File: config.mk
export PLATFORM = sky130hd
export DESIGN_NAME = matmul_ctrl
export DESIGN_NICKNAME = d
export VERILOG_FILES = /design/src/rtl/matmul_pkg.sv /design/src/rtl/matmul_idx_cnt.sv /design/src/rtl/matmul_ctrl.sv
export SDC_FILE = /design/constraint.sdc
export NUM_CORES = 1
export LEC_CHECK = 0
export BUFFER_PORTS_ARGS = -buffer_cell sky130_fd_sc_hd__buf_2
export CELL_PAD_IN_SITES_DETAIL_PLACEMENT = 0
export CELL_PAD_IN_SITES_GLOBAL_PLACEMENT = 2
export CORE_MARGIN = 2
export CORE_UTILIZATION = 25
export CTS_CLUSTER_DIAMETER = 80
export CTS_CLUSTER_SIZE = 28
export DETAILED_ROUTE_END_ITERATION = 8
export HOLD_SLACK_MARGIN = 0.12
export PLACE_DENSITY_LB_ADDON = 0.1
export REMOVE_ABC_BUFFERS = 1
export SLEW_MARGIN = 20
export SYNTH_ARGS = -nofsm -noshare
export SYNTH_HDL_FRONTEND = slang
export SYNTH_SLANG_ARGS = --single-unit
File: constraint.sdc
create_clock -name clk -period 4.2 [get_ports clk]
set_clock_uncertainty 0.1 [all_clocks]
set_input_delay 0.84 -clock clk [delete_from_list [all_inputs] [get_ports clk]]
set_output_delay 0.84 -clock clk [all_outputs]
set_load 0.01 [all_outputs]
File: src/rtl/matmul_pkg.sv
`default_nettype none
// ============================================================================
// Module      : matmul_pkg
// Description : Shared types and constants for the matmul_ctrl sequencer.
//               Holds the controller state encoding, the reserved shift_cnt
//               value and a small index-width helper used by every file.
// Revision    : 1.0  initial release
// ============================================================================
package matmul_pkg;

    // Controller states, explicitly encoded so the state register width is fixed.
    typedef enum logic [2:0] {
        S_IDLE   = 3'd0,
        S_LOAD_A = 3'd1,
        S_LOAD_B = 3'd2,
        S_CLEAR  = 3'd3,
        S_MAC    = 3'd4,
        S_WRITE  = 3'd5,
        S_DONE   = 3'd6
    } state_e;

    // Reserved output value; shift_cnt is never driven to anything else.
    localparam logic [1:0] SHIFT_CNT_DEFAULT = 2'b00;

    // Width of a counter that must hold 0..n-1 (at least one bit).
    function automatic int idx_w(input int n);
        return (n > 1) ? $clog2(n) : 1;
    endfunction

endpackage
`default_nettype wire

File: src/rtl/matmul_idx_cnt.sv
`default_nettype none
// ============================================================================
// Module      : matmul_idx_cnt
// Description : Nested i/j/k index counters for the matrix-multiply sequencer.
//               Each index has its own clear and step input and a wrap flag
//               that is high when the index holds its last value, so a step
//               in that condition returns the index to zero.
// Ports       : clk, rst            clock, asynchronous active-high reset
//               {i,j,k}_clear       force the index to zero
//               {i,j,k}_step        advance the index (wraps to zero)
//               idx_i/idx_j/idx_k   current index values
//               {i,j,k}_wrap        index is at its last value
// Revision    : 1.0  initial release
// ============================================================================
module matmul_idx_cnt
    import matmul_pkg::*;
#(
    parameter int M = 8,
    parameter int N = 8
) (
    input  logic                   clk,
    input  logic                   rst,
    input  logic                   i_clear,
    input  logic                   i_step,
    input  logic                   j_clear,
    input  logic                   j_step,
    input  logic                   k_clear,
    input  logic                   k_step,
    output logic [idx_w(M)-1:0]    idx_i,
    output logic [idx_w(M)-1:0]    idx_j,
    output logic [idx_w(N)-1:0]    idx_k,
    output logic                   i_wrap,
    output logic                   j_wrap,
    output logic                   k_wrap
);

    localparam int IW = idx_w(M);
    localparam int KW = idx_w(N);

    logic [IW-1:0] r_i;
    logic [IW-1:0] r_j;
    logic [KW-1:0] r_k;

    assign i_wrap = (r_i == IW'(M - 1));
    assign j_wrap = (r_j == IW'(M - 1));
    assign k_wrap = (r_k == KW'(N - 1));

    always_ff @(posedge clk or posedge rst) begin
        if (rst) begin
            r_i <= '0;
            r_j <= '0;
            r_k <= '0;
        end else begin
            if (i_clear)     r_i <= '0;
            else if (i_step) r_i <= i_wrap ? '0 : r_i + IW'(1);

            if (j_clear)     r_j <= '0;
            else if (j_step) r_j <= j_wrap ? '0 : r_j + IW'(1);

            if (k_clear)     r_k <= '0;
            else if (k_step) r_k <= k_wrap ? '0 : r_k + KW'(1);
        end
    end

    assign idx_i = r_i;
    assign idx_j = r_j;
    assign idx_k = r_k;

endmodule
`default_nettype wire

File: src/rtl/matmul_ctrl.sv
`default_nettype none
// ============================================================================
// Module      : matmul_ctrl
// Description : Sequencer for a memory-based matrix multiply C = A x B with
//               A (M x N), B (N x M), C (M x M), all stored row-major.
//               Loads A then B from a valid-qualified input stream, then for
//               each C element clears the accumulator, runs N MAC cycles and
//               writes the result.
// Ports       : clk, rst              clock, asynchronous active-high reset
//               start, in_valid       job request, load-beat qualifier
//               busy, done            job in progress, one-cycle completion
//               m{1,2,3}{,r,w}EN      memory enables for A, B, C
//               addr1/addr2/addr3     memory addresses for A, B, C
//               mult_ld, mult_rst     accumulator load / clear
//               shift_cnt             reserved, always 2'b00
//               cycle_cnt             busy-cycle counter (MATMUL_CTRL_PERF_EN)
// Options     : define MATMUL_CTRL_PERF_EN to add the cycle_cnt output.
// Revision    : 1.0  initial release
// ============================================================================
module matmul_ctrl
    import matmul_pkg::*;
#(
    parameter int M  = 8,
    parameter int N  = 8,
    parameter int AW = 16
) (
    input  logic          clk,
    input  logic          rst,
    input  logic          start,
    input  logic          in_valid,
    output logic          busy,
    output logic          done,
    output logic          m1EN,
    output logic          m1rEN,
    output logic          m1wEN,
    output logic          m2EN,
    output logic          m2rEN,
    output logic          m2wEN,
    output logic          m3EN,
    output logic          m3rEN,
    output logic          m3wEN,
    output logic [AW-1:0] addr1,
    output logic [AW-1:0] addr2,
    output logic [AW-1:0] addr3,
    output logic          mult_ld,
    output logic          mult_rst,
    output logic [1:0]    shift_cnt
`ifdef MATMUL_CTRL_PERF_EN
    ,
    output logic [31:0]   cycle_cnt
`endif
);

    localparam int IW = idx_w(M);
    localparam int KW = idx_w(N);
    localparam int LW = idx_w(M * N);

    // A load index beyond the address space would silently alias.
    if (longint'(M) * longint'(N) > (longint'(1) << AW)) begin : g_cfg_check
        $error("matmul_ctrl: M*N exceeds the 2**AW address space");
    end

    state_e        r_state;
    state_e        w_state_nxt;
    logic [LW-1:0] r_ld_idx;
    logic [IW-1:0] w_i;
    logic [IW-1:0] w_j;
    logic [KW-1:0] w_k;
    logic          w_i_wrap;
    logic          w_j_wrap;
    logic          w_k_wrap;
    logic          w_beat_a;
    logic          w_beat_b;
    logic          w_last_ld;
    logic          w_accept;

    assign w_accept  = (r_state == S_IDLE) && start;
    assign w_beat_a  = (r_state == S_LOAD_A) && in_valid;
    assign w_beat_b  = (r_state == S_LOAD_B) && in_valid;
    assign w_last_ld = (r_ld_idx == LW'(M * N - 1));

    always_comb begin
        w_state_nxt = r_state;
        case (r_state)
            S_IDLE:   if (start) w_state_nxt = S_LOAD_A;
            S_LOAD_A: if (w_beat_a && w_last_ld) w_state_nxt = S_LOAD_B;
            S_LOAD_B: if (w_beat_b && w_last_ld) w_state_nxt = S_CLEAR;
            S_CLEAR:  w_state_nxt = S_MAC;
            S_MAC:    if (w_k_wrap) w_state_nxt = S_WRITE;
            S_WRITE:  w_state_nxt = (w_i_wrap && w_j_wrap) ? S_DONE : S_CLEAR;
            S_DONE:   w_state_nxt = S_IDLE;
            default:  w_state_nxt = S_IDLE;
        endcase
    end

    always_ff @(posedge clk or posedge rst) begin
        if (rst) r_state <= S_IDLE;
        else     r_state <= w_state_nxt;
    end

    // Load beat index is shared by A and B; it returns to zero after each
    // matrix so B starts at address 0.
    always_ff @(posedge clk or posedge rst) begin
        if (rst) begin
            r_ld_idx <= '0;
        end else if (w_beat_a || w_beat_b) begin
            r_ld_idx <= w_last_ld ? '0 : r_ld_idx + LW'(1);
        end else if (w_accept) begin
            r_ld_idx <= '0;
        end
    end

    matmul_idx_cnt #(
        .M (M),
        .N (N)
    ) u_idx_cnt (
        .clk     (clk),
        .rst     (rst),
        .i_clear (w_beat_b && w_last_ld),
        .i_step  ((r_state == S_WRITE) && w_j_wrap),
        .j_clear (w_beat_b && w_last_ld),
        .j_step  (r_state == S_WRITE),
        .k_clear (r_state == S_CLEAR),
        .k_step  (r_state == S_MAC),
        .idx_i   (w_i),
        .idx_j   (w_j),
        .idx_k   (w_k),
        .i_wrap  (w_i_wrap),
        .j_wrap  (w_j_wrap),
        .k_wrap  (w_k_wrap)
    );

    always_comb begin
        m1EN     = 1'b0;
        m1rEN    = 1'b0;
        m1wEN    = 1'b0;
        m2EN     = 1'b0;
        m2rEN    = 1'b0;
        m2wEN    = 1'b0;
        m3EN     = 1'b0;
        m3rEN    = 1'b0;
        m3wEN    = 1'b0;
        addr1    = '0;
        addr2    = '0;
        addr3    = '0;
        mult_ld  = 1'b0;
        // The accumulator is held clear while reset is asserted.
        mult_rst = rst;
        case (r_state)
            S_LOAD_A: begin
                m1EN  = in_valid;
                m1wEN = in_valid;
                addr1 = AW'(r_ld_idx);
            end
            S_LOAD_B: begin
                m2EN  = in_valid;
                m2wEN = in_valid;
                addr2 = AW'(r_ld_idx);
            end
            S_CLEAR: begin
                mult_rst = 1'b1;
            end
            S_MAC: begin
                m1EN    = 1'b1;
                m1rEN   = 1'b1;
                m2EN    = 1'b1;
                m2rEN   = 1'b1;
                mult_ld = 1'b1;
                addr1   = AW'(w_i) * AW'(N) + AW'(w_k);
                addr2   = AW'(w_k) * AW'(M) + AW'(w_j);
            end
            S_WRITE: begin
                m3EN  = 1'b1;
                m3wEN = 1'b1;
                addr3 = AW'(w_i) * AW'(M) + AW'(w_j);
            end
            default: ;
        endcase
    end

    assign busy      = (r_state != S_IDLE);
    assign done      = (r_state == S_DONE);
    assign shift_cnt = SHIFT_CNT_DEFAULT;

`ifdef MATMUL_CTRL_PERF_EN
    logic [31:0] r_cycle_cnt;

    always_ff @(posedge clk or posedge rst) begin
        if (rst) begin
            r_cycle_cnt <= '0;
        end else if (w_accept) begin
            r_cycle_cnt <= '0;
        end else if (busy && (r_cycle_cnt != 32'hFFFF_FFFF)) begin
            r_cycle_cnt <= r_cycle_cnt + 32'd1;
        end
    end

    assign cycle_cnt = r_cycle_cnt;
`endif

endmodule
`default_nettype wire
==> run metrics <==
Rows=28; crit path capture type=primary output; Clock transition at path regs=80 ps; Initial Util=26.1%; CTS root buf=clkbuf_8; initial antenna violation count=0; Area growth syn-to-layout=8.07%; # IOs=67; clk_lat worst skew=260 ps; cts bufs inserted=3; Routed WL=approximately 4100 um; Worst Path Required=3260 ps; Psw=0.000179 W; Vias/cell=4.59; Lkg Pwr=0.948 nW; Hold Violations, Final=0; layout cells sized above 1=20.5%; WHS=473 ps; first-pass GRT wire length=6560 um; CORE AREA=5990 um2; most frequent cell after synthesis=buf_4; postcts setup bufs=0; top post-synthesis cells by count=38 x buf_4, 21 x nor2_1, 18 x dfrtp_1, 14 x nand2_1, 12 x a22oi_1; Max Fclk=330 MHz; final setup fails=0; synth unique cells=36; final core occ=28.2%; Hold Path Class=reg -> reg; hpwl dp=3150 um; capturing point of the worst reg2reg path=u_idx_cnt.idx_i[2]; Crit Path Class=reg -> out; Antenna Nets Post-Route=0; P_int=between 0.0003 and 0.0004 W; vias in the first global route=1258; Slew Viols, Final=0; cts hold-fix bufs=0; RSZ-0062 raised after global routing=no; max cap viols=0; antenna cell count=0; relative slew slack=40.2%; DP Cell Count=291; RR Startpoint=r_state[1]; GRT busiest layer=met2; Post-synth top flop=dfrtp_1; Post-Layout Cell Count=295; register share of total power=between 40% and 50%; hold depth=1; cell taking the most area after synthesis=dfrtp_1; Routed WL per cell=13.9 um; status=complete, no violations; Mapped Cells=195; setup TNS=0 ps; Synth async-reset ratio=100%; CTS tree=yes; EDFF count, synth=0; crit path DAT=2090 ps; global-route track usage on met2=between 10% and 20%; register area share after synthesis=28.8%; Sw Ratio=between 30% and 40%; Post-CTS Resized=0; Die Area=6910 um2; crit path launch type=flop; GPL Wtd Cong=0.713; Layout fillers=664; met1 Resource Use GR=15.1%; GR met3 Demand/Resource=under 10%; vias=1353; combinational share of power=between 20% and 30%; DR pass1 iterations=4; Hold Path Origin=u_idx_cnt.idx_k[0]; CTS max path bufs=2; fin crit period=approximately 3000 ps; Area contributors post-synth=dfrtp_1 29%, buf_4 18%, a22oi_1 5.8%; Final #Nets=232; largest net degree at the start of global routing=31; setup slack, reg-to-reg=approximately 2000 ps; H-Tree Depth=1; worst ir drop on vdd=99.7 uV; worst hold endpoint=u_idx_cnt.idx_k[0]; synthesized area=1570 um2; Synth Area per Inst=8.03 um2; period utilization=72.2%; Worst-Margin Slew=897 ps; Chip Width=83.1 um; R2R depth=4; yosys warns=0; gr usage total=11.7%; clk sinks=18; Initial DRC Count=73; DRC=0; Seq cells post-synth=18; crit-path max FO=30; post-synth top area share=28.8%; Clock power frac=29.8%; Die Y=83.1 um; total congestion overflow=0; pwr dens=between 200 and 300 nW/um2; # port buffers=33
==> metal layers <==
metal	vias to the layer above	share of wire, %
li1	651	-
met5	-	0
met2	38	49
met3	4	4.8
met4	0	1.0
met1	660	45
==> worst max-delay path: stages (launching register included) <==
cell and delay (ps):
dfrtp_1 940, nor2b_1 480, a22oi_1 120, nor2_1 140
buf_2 150
==> power by group through the flow <==
stage	sequential, W	combinational (W)	clock [W]
final	0.000231	0.000120	0.000149
after global routing	0.000237	0.000135	0.000164
after CTS	0.000232	0.000123	0.000155
after detailed placement	0.000236	0.000122	0
after global placement	0.000235	0.000120	0
after floorplan	0.000218	0.0000869	0
==> how the worst max path moves through the flow <==
stage	startpoint	endpoint	slack, ps	cells after the start
final	r_state[0]	addr1[1]	1170	4
after global routing	r_state[1]	m2EN	970	4
after CTS	r_state[0]	addr1[1]	1150	4
after detailed placement	r_state[0]	addr1[1]	1440	4
after global placement	r_state[1]	m2EN	1460	4
after floorplan	r_state[1]	m3EN	1720	3
==> sequential cells by signal, indices dropped and copies added (netlist names) <==
register         cells
u_idx_cnt.idx_j      3
r_state              3
r_ld_idx             6
u_idx_cnt.idx_i      3
u_idx_cnt.idx_k      3
==> stage by stage <==
| stage | area, um2 | total power, W | setup WS (ps) |
|---|---|---|---|
| 6_report | 1690 | 0.000501 | 1170 |
| 5_1_grt | 1690 | 0.000536 | 968 |
| 4_1_cts | 1690 | 0.000510 | 1150 |
| 3_5_place_dp | 1640 | 0.000358 | 1440 |
| 3_3_place_gp | 1640 | 0.000355 | 1460 |
| 2_1_floorplan | 1360 | 0.000305 | 1720 |
==> cells in the final DEF, fill, tap and decap left out, drive strengths merged, types with 8 or more instances in the layout <==
cell and instances:
inv 8, a22oi 12, dfrtp 18, nor2 22, nand2 14, a21oi 8
nand3 9, conb 33, buf 35
==> kinds of logic after synthesis <==
| group | Yosys count | synth area share (%) |
|---|---|---|
| and+or+nand+nor | 68 | 21.8 |
| buffers and inverters | 54 | 22.5 |
| AOI/OAI and AO/OA | 41 | 17.3 |
| DFF | 18 | 28.8 |
| adders and majority gates | 7 | 5.60 |
| muxes | 4 | 2.64 |
| xor gates and xnor gates | 2 | 1.12 |
| other | 1 | 0.240 |
==> final cells by class <==
type	count	area [um2]	share of cell area (%)
Tap cell	75	93.8	5.55
Clock buffer	4	55.1	3.25
Sequential cell	18	450	26.6
Multi-Input combinational cell	155	882	52.1
Inverter	8	30.0	1.78
Timing Repair Buffer	35	180	10.7
(Power assumes the default switching activity.)
